File: src/rtl/hazard_pkg.sv
// Shared types and constants for the ID/EX hazard controller.
package hazard_pkg;

    localparam int HZ_CNT_W      = 3;
    localparam int HZ_REG_ADDR_W = 3;

    // Single-cycle stack stalls never leave RUN, so they need no state of their own.
    typedef enum logic [1:0] {
        RUN,
        LOAD_STALL,
        FLUSH
    } hz_state_t;

    typedef struct packed {
        logic pc_write_en;
        logic ifid_write_en;
        logic ifid_flush;
        logic idex_flush;
    } hz_ctrl_t;

    localparam hz_ctrl_t CTRL_RUN    = '{pc_write_en: 1'b1, ifid_write_en: 1'b1, ifid_flush: 1'b0, idex_flush: 1'b0};
    localparam hz_ctrl_t CTRL_FREEZE = '{pc_write_en: 1'b0, ifid_write_en: 1'b0, ifid_flush: 1'b0, idex_flush: 1'b1};
    localparam hz_ctrl_t CTRL_FLUSH  = '{pc_write_en: 1'b1, ifid_write_en: 1'b1, ifid_flush: 1'b1, idex_flush: 1'b1};

endpackage

File: src/rtl/hazard_down_counter.sv
// Loadable saturating down-counter with zero flag; async active-high reset.
module hazard_down_counter
    import hazard_pkg::*;
(
    input  logic                clk,
    input  logic                rst,
    input  logic                load,
    input  logic [HZ_CNT_W-1:0] load_val,
    input  logic                dec,
    output logic [HZ_CNT_W-1:0] cnt,
    output logic                zero
);

    logic [HZ_CNT_W-1:0] cnt_q, cnt_d;

    always_comb begin
        // NOTE: default assigned first so every path drives cnt_d and no latch is inferred.
        cnt_d = cnt_q;
        if (load) begin
            cnt_d = load_val;
        end else if (dec && (cnt_q != '0)) begin
            cnt_d = cnt_q - HZ_CNT_W'(1);
        end
    end

    // NOTE: sequential state uses non-blocking assignments only.
    always_ff @(posedge clk or posedge rst) begin
        if (rst) begin
            cnt_q <= '0;
        end else begin
            cnt_q <= cnt_d;
        end
    end

    assign cnt  = cnt_q;
    assign zero = (cnt_q == '0);

endmodule

File: src/rtl/hazard_ctrl.sv
// ID/EX hazard controller: load-use / stack stalls and EX-redirect flushes.
// Optional macro HAZARD_PERF_CNT_EN adds stall_cycles / flush_cycles counters.
module hazard_ctrl
    import hazard_pkg::*;
#(
    parameter int REG_ADDR_W            = HZ_REG_ADDR_W,
    parameter int LOAD_STALL_CYCLES     = 1,
    parameter int REDIRECT_FLUSH_CYCLES = 2
) (
    input  logic                  clk,
    input  logic                  rst,
    input  logic [REG_ADDR_W-1:0] id_rs1,
    input  logic [REG_ADDR_W-1:0] id_rs2,
    input  logic                  id_use_rs1,
    input  logic                  id_use_rs2,
    input  logic                  id_stack_op,
    input  logic [REG_ADDR_W-1:0] ex_rd,
    input  logic                  ex_RF_write_en,
    input  logic                  ex_MEM_read,
    input  logic                  ex_stack_op,
    input  logic                  ex_redirect,
`ifdef HAZARD_PERF_CNT_EN
    output logic [15:0]           stall_cycles,
    output logic [15:0]           flush_cycles,
`endif
    output logic                  pc_write_en,
    output logic                  ifid_write_en,
    output logic                  ifid_flush,
    output logic                  idex_flush,
    output logic                  busy
);

    // Reload values count the cycles remaining after the one that triggers the hazard.
    localparam logic [HZ_CNT_W-1:0] LOAD_RELOAD  = HZ_CNT_W'(LOAD_STALL_CYCLES - 1);
    localparam logic [HZ_CNT_W-1:0] FLUSH_RELOAD = HZ_CNT_W'(REDIRECT_FLUSH_CYCLES - 1);

    hz_state_t           state_q, state_d;
    hz_ctrl_t            ctrl, ctrl_out;
    logic                cnt_load, cnt_dec, cnt_zero, cnt_last;
    logic [HZ_CNT_W-1:0] cnt_val, cnt;
    logic                load_hz, stack_hz;

    assign load_hz  = ex_MEM_read & ex_RF_write_en &
                      ((id_use_rs1 & (id_rs1 == ex_rd)) | (id_use_rs2 & (id_rs2 == ex_rd)));
    assign stack_hz = id_stack_op & ex_stack_op;
    assign cnt_last = cnt_zero | (cnt == HZ_CNT_W'(1));

    always_comb begin
        state_d  = state_q;
        ctrl     = CTRL_RUN;
        cnt_load = 1'b0;
        cnt_val  = LOAD_RELOAD;
        cnt_dec  = 1'b0;
        if (ex_redirect) begin
            ctrl     = CTRL_FLUSH;
            cnt_load = 1'b1;
            cnt_val  = FLUSH_RELOAD;
            state_d  = (FLUSH_RELOAD == '0) ? RUN : FLUSH;
        end else begin
            unique case (state_q)
                FLUSH: begin
                    ctrl    = CTRL_FLUSH;
                    cnt_dec = 1'b1;
                    if (cnt_last) state_d = RUN;
                end
                LOAD_STALL: begin
                    ctrl    = CTRL_FREEZE;
                    cnt_dec = 1'b1;
                    if (cnt_last) state_d = RUN;
                end
                default: begin
                    if (load_hz) begin
                        ctrl     = CTRL_FREEZE;
                        cnt_load = 1'b1;
                        state_d  = (LOAD_RELOAD == '0) ? RUN : LOAD_STALL;
                    end else if (stack_hz) begin
                        ctrl = CTRL_FREEZE;
                    end
                end
            endcase
        end
    end

    always_ff @(posedge clk or posedge rst) begin
        if (rst) begin
            state_q <= RUN;
        end else begin
            state_q <= state_d;
        end
    end

    hazard_down_counter u_cnt (
        .clk      (clk),
        .rst      (rst),
        .load     (cnt_load),
        .load_val (cnt_val),
        .dec      (cnt_dec),
        .cnt      (cnt),
        .zero     (cnt_zero)
    );

    // Outputs are forced to the free-running values while reset is held.
    assign ctrl_out      = rst ? CTRL_RUN : ctrl;
    assign pc_write_en   = ctrl_out.pc_write_en;
    assign ifid_write_en = ctrl_out.ifid_write_en;
    assign ifid_flush    = ctrl_out.ifid_flush;
    assign idex_flush    = ctrl_out.idex_flush;
    assign busy          = !rst && (state_q != RUN);

`ifdef HAZARD_PERF_CNT_EN
    logic [15:0] stall_q, stall_d, flush_q, flush_d;

    always_comb begin
        stall_d = stall_q;
        flush_d = flush_q;
        if (!ctrl_out.pc_write_en && (stall_q != 16'hFFFF)) stall_d = stall_q + 16'd1;
        if (ctrl_out.ifid_flush && (flush_q != 16'hFFFF))   flush_d = flush_q + 16'd1;
    end

    always_ff @(posedge clk or posedge rst) begin
        if (rst) begin
            stall_q <= '0;
            flush_q <= '0;
        end else begin
            stall_q <= stall_d;
            flush_q <= flush_d;
        end
    end

    assign stall_cycles = stall_q;
    assign flush_cycles = flush_q;
`endif

endmodule

File: config.mk
export PLATFORM = sky130hd
export DESIGN_NAME = hazard_ctrl
export DESIGN_NICKNAME = d
export VERILOG_FILES = /design/src/rtl/hazard_pkg.sv /design/src/rtl/hazard_down_counter.sv /design/src/rtl/hazard_ctrl.sv
export SDC_FILE = /design/constraint.sdc
export NUM_CORES = 1
export LEC_CHECK = 0
export CAP_MARGIN = 10
export CORE_AREA = 2 2 39 41
export CTS_BUF_LIST = sky130_fd_sc_hd__clkbuf_8
export CTS_CLUSTER_SIZE = 20
export DETAILED_ROUTE_END_ITERATION = 10
export DIE_AREA = 0 0 41 43
export SYNTH_ARGS = -nofsm -noshare
export SYNTH_HDL_FRONTEND = slang
export SYNTH_HIERARCHICAL = 1
export SYNTH_SLANG_ARGS = --single-unit
export TNS_END_PERCENT = 20
File: constraint.sdc
create_clock -name clk -period 3.88 [get_ports clk]
set_input_delay 0.776 -clock clk [delete_from_list [all_inputs] [get_ports clk]]
set_output_delay 0.776 -clock clk [all_outputs]
set_load 0.02 [all_outputs]
Word level (Yosys, flattened, before mapping)

Cells that the tools add are included.

Add/sub/neg operators: 1
Eq/ne operators: 6
Multiplexer cells: 17
Bitwise operators: 7
Reduce and logical (&&, ||, !) cells: 10

Operator list:

| operator                                                              | number |
|---|---|
| 4-bit 2-to-1 mux                                                      | 4 |
| 2-bit 2-to-1 mux                                                      | 4 |
| 4-bit one-hot mux with 2 select lines                                 | 1 |
| 3-bit equality test                                                   | 2 |
| 1-bit 2-to-1 mux                                                      | 6 |
| 3-bit 2-to-1 mux                                                      | 2 |
| 3-bit nonzero test                                                    | 2 |
| 1-bit AND                                                             | 5 |
| 2-bit nonzero test                                                    | 2 |
| 3-bit by 1-bit equality test with 1-bit output, second input constant | 1 |
| 3-bit logical NOT                                                     | 1 |
| 3-bit by 1-bit != test with 1-bit output, second input constant       | 1 |
| 3-bit by 1-bit subtractor with 3-bit output, second input constant    | 1 |
| 2-bit by 1-bit equality test with 1-bit output, second input constant | 1 |
| 2-bit equality test, second input constant                            | 1 |
| 1-bit logical AND                                                     | 2 |
| 1-bit bitwise OR                                                      | 2 |
| 2-bit AND reduction                                                   | 1 |
| 2-bit OR reduction                                                    | 1 |
| 1-bit logical NOT                                                     | 1 |

Bits in registers: 5
Output and inout port bits: 5

Longest topological paths before layout

Gate-level depths: netlist (run 1).

Word-level depth: 8
Mapped depth: 6

Hierarchy

Netlist (run 1), hierarchy kept.

By module, submodules not included:

| module              | times used | cells an instance | area an instance (um2) |
|---|---|---|---|
| hazard_down_counter | 1          | 20                | 193.9 |
| hazard_ctrl         | 1          | 26                | 185.2 |

Worst setup path before layout (run 1)

No wires, ideal clock.

Path kind: input port to output port
Start: input port id_rs1[0]
End: output port pc_write_en
Data arrival time: 1.856 ns
Data required time: 3.104 ns
Setup slack: 1.248 ns
Cell stages on the path: 5
Cells stage by stage: xnor2_1 nand4_1 a21o_1 a2111o_1 buf_4

Word-level cells in the longest chain between the ends: 8

Ends and longest elaborated chain:

| what                                  | RTL line           | RTL |
|---|---|---|
| from (decl)                           | hazard_ctrl.sv:12  | `input logic [REG_ADDR_W-1:0] id_rs1,` |
| 3-bit equality test                   | hazard_ctrl.sv:44  | `((id_use_rs1 & (id_rs1 == ex_rd)) \| (id_use_rs2 & (id_rs2 == ex_rd)));` |
| 1-bit AND                             | hazard_ctrl.sv:44  |  |
| 1-bit bitwise OR                      | hazard_ctrl.sv:44  |  |
| 1-bit AND                             | hazard_ctrl.sv:43  | `assign load_hz = ex_MEM_read & ex_RF_write_en &` |
| 4-bit 2-to-1 mux                      | hazard_ctrl.sv:72  | `if (load_hz) begin` |
| 4-bit one-hot mux with 2 select lines | hazard_ctrl.sv:60  | `unique case (state_q)` |
| 4-bit 2-to-1 mux                      | hazard_ctrl.sv:54  | `if (ex_redirect) begin` |
| 4-bit 2-to-1 mux                      | hazard_ctrl.sv:103 | `assign ctrl_out = rst ? CTRL_RUN : ctrl;` |
| to (decl)                             | hazard_ctrl.sv:26  | `output logic pc_write_en,` |

Every way passes these cells.

Worst setup path after layout (run 1)

Start: input port ex_rd[2]
End: output port ifid_write_en

Word-level cells in the longest chain between the ends: 8
Elaborated cells on any way between the ends: 10
Those cells by class: eq/ne: 2; mux: 4; bitwise: 4

Ends and longest elaborated chain:

| what                                    | RTL line           | RTL |
|---|---|---|
| from (decl)                             | hazard_ctrl.sv:17  | `input logic [REG_ADDR_W-1:0] ex_rd,` |
| 3-bit equality test                     | hazard_ctrl.sv:44  |  |
| 1-bit AND                               | hazard_ctrl.sv:44  |  |
| 1-bit bitwise OR *                      | hazard_ctrl.sv:44  |  |
| 1-bit AND *                             | hazard_ctrl.sv:43  |  |
| 4-bit 2-to-1 mux *                      | hazard_ctrl.sv:72  |  |
| 4-bit one-hot mux with 2 select lines * | hazard_ctrl.sv:60  |  |
| 4-bit 2-to-1 mux *                      | hazard_ctrl.sv:54  |  |
| 4-bit 2-to-1 mux *                      | hazard_ctrl.sv:103 |  |
| to (decl)                               | hazard_ctrl.sv:27  | `output logic ifid_write_en,` |

Mark *: on every way between the ends. The rest lies on a longest branch, timed or not.

==> flow_summary.toml, run 1 <==
[status]
status = "complete, no violations"

[finish]
final_util_pct = 47.47
nets = 93
antenna_cells = 0
drive_gt1_share_pct = 5.634
area_growth_pct = 73.27

[floorplanning]
die_w_um = 41
ios = 23
rows = 14
dieArea_um2 = 1763
die_h_um = 43
start_util_pct = 27.40
coreArea_um2 = 1384

[worst_setup_path]
cp-end-kind = "output port"
required_ns = 3.10
cp_top_family = "buffers and inverters"
critical_path_class = "input port to output port"
reg2reg_depth = 5
path_buf_inv = 2
start_kind = "input port"
crit_fanout = 3
cp_cell_sequence = "clkdlybuf4s50_1 -> xnor2_1 -> nand4_1 -> a21o_1 -> a2111o_1 -> clkdlybuf4s50_1"
critPathSlowestCell = "clkdlybuf4s50_1"
cp.depth = 6
path_common_cell = "clkdlybuf4s50_1"
slowest_delay_ns = 0.55
cp.arrival_ns = 2.67

[min_path]
min_path_cells = 2
min_path_type = "flop to flop"

[sta]
finalMaxSlewViolations = 0
tns_ns = 0
fmax_mhz = 289.8
rsz0062_at_grt = "false"
setup_viol = 0
clock_skew_ns = 0.002452
relSlewSlack_pct = 66.16
hold_viol = 0
tightest_slew_ns = 0.5066
min_period_ns = 3.451
finalCritPeriodShare_pct = 88.94

[clock_tree]
h-tree-depth = 1
postCtsHoldBufs = 0
cts_max_path_buffers = 2
clk_latency_ns = 0.21
numCtsBuffers = 3
clock-sinks = 4
clk_pin_slew_ns = 0.03
cts_tree = "built"
cts_resized = 0
post-cts-setup-buffer-count = 0
clockRootBuffer = "clkbuf_8"

[placed_design]
gp_congestion = 0.7126
hpwl_um = 824.2
io_buffer_count = 22

[pwr]
combPwrFrac_pct = 34.7
pwr-share-seq_pct = 26.1
cellLeakagePower_nw = 0.2619
netSwitchingPower_mw = 0.06032
p_int_mw = 0.1594
clkPwrFrac_pct = 39.3
power_density_nw_per_um2 = 334.5
vdd_drop_max_mv = 0.1524
swShare_pct = 27.45

[drt]
postRouteWirelength_um = 970
drc_errors = 0
drtIter0Drc = 1
drtAntennaViolNets = 0
firstDrtPassIters = 2
vias_per_cell = 4.575
avgRoutedWirePerCell_um = 11.15
vias = 398

[logic_synthesis]
syn_area_um2 = 379.1
synth_edf_count = 0
avgSynthCellArea_um2 = 8.242
synth_ff_type = "dfrtp_1"
synth_cell_type_count = 20
seq_area_frac_synth_pct = 26.40
async_flop_share_pct = 100.0
ys_seq_elements = 4
synth_cells = 46
ys_warn_count = 6

[flow_run]
drv_cap = 0

[global_route]
grt_pass1_wl_um = 1669
grt_max_degree = 10
gr-usage-all-layers_pct = 14.11
antenna_found_initial = 0
grt_pass1_vias = 382
overflow = 0
-- cells in the mapped netlist (2+ instances only) --
cell type | number | share of area, %
nand2_1 | 6 | 5.9
xnor2_1 | 6 | 14
nand4_1 | 2 | 3.3
inv_1 | 6 | 5.9
dfrtp_1 | 4 | 26
ha_1 | 2 | 6.6
or4b_1 | 3 | 7.9
nor2b_1 | 3 | 5.0
nor2_1 | 3 | 3.0
-- flip-flops by register name, indices dropped and copies added (netlist names) --
signal	flops
state_q	1
u_cnt/cnt	3
-- layout by cell type, fill, tap and decap left out, drive strengths merged --
cell and count:
o311ai 2, nand4 2, clkdlybuf4s50 22, nand2b 1
o211ai 1, conb 2, clkbuf 3, inv 6
a31o 1, a21o 1, ha 2, xnor2 6
nor2 3, nor2b 3, a2111o 1, nand2 6
dfrtp 4, a31oi 1, or4b 3, o21bai 1
-- worst paths after layout --
path | from | to | slack, ns
setup / recovery | ex_rd[2] | ifid_write_en | 0.43
hold / removal | u_cnt/cnt[1]$_DFFE_PP0P_ | u_cnt/cnt[1]$_DFFE_PP0P_ | 0.59
setup reg to reg | u_cnt/cnt[0]$_DFFE_PP0P_ | u_cnt/cnt[2]$_DFFE_PP0P_ | 2.32
hold reg to reg | u_cnt/cnt[1]$_DFFE_PP0P_ | u_cnt/cnt[1]$_DFFE_PP0P_ | 0.59
max in group asynchronous | rst | u_cnt/cnt[2]$_DFFE_PP0P_ | 2.84
min in group asynchronous | rst | state_q[1]$_DFFE_PP0P_ | 0.84
-- worst register-to-register path: cells and delay by family (launching register included) --
| family | cells | cell delay (ns) |
|---|---|---|
| adder cells (fa/ha/maj) | 2 | 0.42 |
| AO/OA/AOI/OAI | 1 | 0.10 |
| buffers and inverters | 1 | 0.06 |
| AND/OR/NAND/NOR | 1 | 0.50 |
| flip-flops | 1 | 0.37 |
-- power by group through the flow --
stage	Sequential, mW	Combinational, mW	Clock (mW)
after floorplan	0.0557	0.0428	0
after global placement	0.0578	0.0768	0
after detailed placement	0.0577	0.0767	0
after CTS	0.0573	0.0771	0.0895
after global routing	0.0586	0.0873	0.0915
final	0.0573	0.0762	0.0863
-- through the flow --
| stage | cell area, µm² | hold slack, ns | total power, mW | cells | worst slack (ns) |
|---|---|---|---|---|---|
| after floorplan | 382.9 | 0.5047 | 0.09858 | 47 | 1.248 |
| after global placement | 615.6 | 0.5976 | 0.1347 | 84 | 0.4418 |
| after detailed placement | 615.6 | 0.5880 | 0.1345 | 84 | 0.4164 |
| after CTS | 656.9 | 0.5943 | 0.2239 | 87 | 0.4116 |
| after global routing | 656.9 | 0.6315 | 0.2375 | 87 | 0.3235 |
| final | 656.9 | 0.5906 | 0.2197 | 87 | 0.4293 |
-- area by class of cell --
type / count / area [µm²]
multi-input combinational: 36 / 252.7
sequential: 4 / 100.1
fill: 144 / 726.9
tap: 16 / 20.02
inverter: 6 / 22.52
timing repair buffer: 22 / 220.2
clock buffer: 3 / 41.29
-- logic make-up after synthesis --
family                   count (synthesis)  synth area share, %
AND/OR/NAND/NOR                         18                26.73
XOR/XNOR                                 6                13.86
AO/OA/AOI/OAI                            8                17.50
flip-flops                               4                26.40
adder cells (fa/ha/maj)                  2                6.600
other                                    1               0.9891
buffers and inverters                    7                7.921
-- metal layers --
layer  part of all wire (%)  GRT usage (%)  vias to the layer above
met1                     41          17.59                      176
met4                    1.8          8.000                        0
met3                    5.4          3.141                        2
li1                       -              -                      211
met2                     51          21.25                        9
met5                      0              0                        -
Note: power is estimated with default switching activity, not from simulation.
==> run 2: changes to the inputs <==
- PLACE_DENSITY: default -> 0.63
==> flow_summary.toml, run 2 (synthesized netlist as in run 1, its figures left out) <==
[pwr]
vdd_drop_max_mv = 0.1677
swShare_pct = 27.45
power_density_nw_per_um2 = 334.2
cellLeakagePower_nw = 0.2619
clkPwrFrac_pct = 39.0
pwr-share-seq_pct = 26.2
netSwitchingPower_mw = 0.06025
p_int_mw = 0.1593
combPwrFrac_pct = 34.9
finalPower_mw = 0.2195

[drt]
avgRoutedWirePerCell_um = 11.00
postRouteWirelength_um = 957
firstDrtPassIters = 4
vias = 406
drtIter0Drc = 6
vias_per_cell = 4.667
drtAntennaViolNets = 0
drc_errors = 0

[placed_design]
gp_congestion = 0.7540
place_inst = 84
hpwl_um = 800.2
io_buffer_count = 22

[worst_setup_path]
crit_fanout = 3
cp_cell_sequence = "clkdlybuf4s50_1 -> xnor2_1 -> nand4_1 -> a21o_1 -> a2111o_1 -> clkdlybuf4s50_1"
slowest_delay_ns = 0.55
reg2reg_from = "u_cnt/cnt[0]$_DFFE_PP0P_"
critPathSlowestCell = "clkdlybuf4s50_1"
cp.arrival_ns = 2.68
path_common_cell = "clkdlybuf4s50_1"
reg2reg_depth = 5
timing.rr.end = "u_cnt/cnt[1]$_DFFE_PP0P_"
start_kind = "input port"
required_ns = 3.10
cp-end-kind = "output port"
critical_path_class = "input port to output port"
regToRegSetupSlack_ns = 2.29

[sta]
relSlewSlack_pct = 66.05
fmax_mhz = 289.5
hold_viol = 0
min_period_ns = 3.454
rsz0062_at_grt = "false"
setup_viol = 0
tns_ns = 0
clock_skew_ns = 0.002581
finalCritPeriodShare_pct = 89.03
finalMaxSlewViolations = 0
tightest_slew_ns = 0.5082

[flow_run]
drv_cap = 0

[global_route]
antenna_found_initial = 0
grt_pass1_wl_um = 1559
grt_max_degree = 10
grt.met1_usage_pct = 15.96
grt_pass1_vias = 377
grtUsageMet3_pct = 3.141
overflow = 0
grt.busiest_layer = "met2"
met2_usage_pct = 20.63
gr-usage-all-layers_pct = 12.80

[floorplanning]
coreArea_um2 = 1384
rows = 14
dieArea_um2 = 1763
ios = 23
die_w_um = 41
start_util_pct = 27.40
die_h_um = 43

[clock_tree]
clockRootBuffer = "clkbuf_8"
cts_tree = "built"
post-cts-setup-buffer-count = 0
h-tree-depth = 1
cts_resized = 0
clk_pin_slew_ns = 0.03
cts_max_path_buffers = 2
numCtsBuffers = 3
clock-sinks = 4
postCtsHoldBufs = 0
clk_latency_ns = 0.21

[min_path]
min_from = "u_cnt/cnt[1]$_DFFE_PP0P_"
hold_end = "u_cnt/cnt[1]$_DFFE_PP0P_"
min_path_type = "flop to flop"
min_path_cells = 2

[status]
status = "complete, no violations"

[finish]
ff_latch_area_um2 = 100.1
multi_input_area_um2 = 252.7
nets = 93
antenna_cells = 0
largest_register_ffs = 3
drive_gt1_share_pct = 5.634
layout_common_cells = "clkdlybuf4s50_1, inv_1, nand2_1, xnor2_1, dfrtp_1"
final_util_pct = 47.47
nFillCells = 136
area_growth_pct = 73.27
layout_commonest_cell = "clkdlybuf4s50_1"
final_cells = 87
==> run 2: worst max-delay path by stage <==
stage	from	to	slack, ns	cells after the start
final	ex_rd[1]	ifid_write_en	0.43	6
after global routing	ex_rd[0]	pc_write_en	0.35	6
after floorplan	id_rs1[0]	pc_write_en	1.25	5
after global placement	ex_rd[2]	ifid_write_en	0.43	6
after CTS	ex_rd[1]	pc_write_en	0.43	6
after detailed placement	ex_rd[1]	pc_write_en	0.43	6
==> run 2: stage by stage <==
stage	hold WS (ns)	setup slack (ns)	cell area (µm²)
after detailed placement	0.5987	0.4285	615.6
after global routing	0.6495	0.3498	656.9
after floorplan	0.5047	1.248	382.9
after CTS	0.6030	0.4281	656.9
final	0.6014	0.4257	656.9
after global placement	0.5899	0.4324	615.6
==> run 2: power groups by stage <==
stage / logic (mW) / registers [mW] / clock network (mW)
after floorplan: 0.0428 / 0.0557 / 0
after global placement: 0.0761 / 0.0579 / 0
after detailed placement: 0.0765 / 0.0581 / 0
after CTS: 0.0769 / 0.0577 / 0.0877
after global routing: 0.0859 / 0.0592 / 0.0899
final: 0.0765 / 0.0575 / 0.0855
==> run 2: layer usage <==
| metal | vias up | share of wire [%] | routed length [µm] |
|---|---|---|---|
| met3 | 2 | 4.8 | 46 |
| met2 | 11 | 51 | 490 |
| met4 | 0 | 0.73 | 7 |
| met5 | - | 0 | 0 |
| met1 | 182 | 43 | 413 |
| li1 | 211 | - | - |
==> run 2: worst max-delay path: cells and delay by family <==
kind,cells,cell delay (ns)
buffers and inverters,2,1.06
xor gates and xnor gates,1,0.14
AOI/OAI and AO/OA,2,0.59
and+or+nand+nor,1,0.11
==> run 2: area by class of cell <==
type                            count  area share (%)
Clock buffer                        3           6.286
Inverter                            6           3.429
Multi-Input combinational cell     36           38.48
Sequential cell                     4           15.24
Tap cell                           16           3.048
Timing Repair Buffer               22           33.52
==> run 3: changes to the inputs <==
- CTS_BUF_LIST: sky130_fd_sc_hd__clkbuf_8 -> default
==> flow_summary.toml, run 3 (synthesized netlist as in run 1, its figures left out) <==
[drt]
firstDrtPassIters = 4
postRouteWirelength_um = 927
drtIter0Drc = 6
vias_per_cell = 4.724
drtAntennaViolNets = 0
vias = 411
drc_errors = 0
avgRoutedWirePerCell_um = 10.66

[pwr]
clkPwrFrac_pct = 26.5
power_density_nw_per_um2 = 285.1
p_int_mw = 0.1276
vdd_drop_max_mv = 0.1156
netSwitchingPower_mw = 0.05428
combPwrFrac_pct = 41.9
swShare_pct = 29.84
pwr-share-seq_pct = 31.6
finalPower_mw = 0.1819
cellLeakagePower_nw = 0.2541

[clock_tree]
clk_latency_ns = 0.23
postCtsHoldBufs = 0
post-cts-setup-buffer-count = 0
clock-sinks = 4
clockRootBuffer = "clkbuf_4"
cts_tree = "built"
numCtsBuffers = 3
clk_pin_slew_ns = 0.03
h-tree-depth = 1
cts_max_path_buffers = 2
cts_resized = 0

[worst_setup_path]
critPathSlowestCell = "clkdlybuf4s50_1"
start_kind = "input port"
cp-end-kind = "output port"
cp_top_family = "buffers and inverters"
reg2reg_depth = 5
path_buf_inv = 2
required_ns = 3.10
cp.arrival_ns = 2.68
crit_fanout = 3
cp_cell_sequence = "clkdlybuf4s50_1 -> xnor2_1 -> nand4_1 -> a21o_1 -> a2111o_1 -> clkdlybuf4s50_1"
critical_path_class = "input port to output port"
slowest_delay_ns = 0.55
path_common_cell = "clkdlybuf4s50_1"
regToRegSetupSlack_ns = 2.29
timing.rr.end = "u_cnt/cnt[1]$_DFFE_PP0P_"
reg2reg_from = "u_cnt/cnt[0]$_DFFE_PP0P_"

[floorplanning]
rows = 14
die_w_um = 41
coreArea_um2 = 1384
start_util_pct = 27.40
ios = 23
dieArea_um2 = 1763
die_h_um = 43

[sta]
tns_ns = 0
whs_ns = 0.6019
finalCritPeriodShare_pct = 89.03
fmax_mhz = 289.5
rsz0062_at_grt = "false"
finalMaxSlewViolations = 0
clock_skew_ns = 0.003238
min_period_ns = 3.454
hold_viol = 0
setup_viol = 0
worst_slack_ns = 0.4257

[min_path]
min_path_cells = 2
min_path_type = "flop to flop"
min_from = "u_cnt/cnt[1]$_DFFE_PP0P_"
hold_end = "u_cnt/cnt[1]$_DFFE_PP0P_"

[flow_run]
drv_cap = 0

[placed_design]
place_inst = 84
placed_area_um2 = 615.6
io_buffer_count = 22
dpl_worst_slack_ns = 0.4285
hpwl_um = 800.2
gp_congestion = 0.7540

[global_route]
overflow = 0
grt_max_degree = 10
gr-usage-all-layers_pct = 12.50
grt_pass1_vias = 377
grt_pass1_wl_um = 1531
antenna_found_initial = 0

[finish]
layout_common_cells = "clkdlybuf4s50_1, inv_1, nand2_1, xnor2_1, dfrtp_1"
final_cells = 87
drive_gt1_share_pct = 5.634
area_growth_pct = 68.32
final_util_pct = 46.11
antenna_cells = 0
final_cell_area_um2 = 638.1
nets = 93
layout_commonest_cell = "clkdlybuf4s50_1"
largest_register_ffs = 3

[status]
status = "complete, no violations"
run 3: worst register-to-register path: stages, from the launching register on:
cell	delay, ns
dfrtp_1	0.38
inv_1	0.06
ha_1	0.19
ha_1	0.23
or4b_1	0.52
o311ai_1	0.10
run 3: worst max-delay path by stage:
stage,startpoint,to,cells after the start
after floorplan,id_rs1[0],pc_write_en,5
after global placement,ex_rd[2],ifid_write_en,6
after detailed placement,ex_rd[1],pc_write_en,6
after CTS,ex_rd[1],pc_write_en,6
after global routing,ex_rd[0],pc_write_en,6
final,ex_rd[1],ifid_write_en,6
run 3: final cells by class:
type                       count  area, µm²
clock buffer                   3      22.52
fill                         144      745.7
inverter                       6      22.52
multi-input combinational     36      252.7
sequential                     4      100.1
tap                           16      20.02
timing repair buffer          22      220.2
run 3: layer usage:
layer / vias to the layer above / GRT usage [%] / wire, µm
met1: 182 / 15.96 / 395
li1: 213 / - / -
met2: 14 / 19.69 / 465
met3: 2 / 1.571 / 57
met4: 0 / 6.000 / 8
met5: - / 0 / 0
run 3: power groups by stage:
| stage | logic (mW) | registers [mW] | clock network (mW) |
|---|---|---|---|
| finish | 0.0762 | 0.0575 | 0.0483 |
| global route | 0.0858 | 0.0591 | 0.0533 |
| CTS | 0.0767 | 0.0577 | 0.0506 |
| detailed placement | 0.0765 | 0.0581 | 0 |
| global placement | 0.0761 | 0.0579 | 0 |
| floorplan | 0.0428 | 0.0557 | 0 |
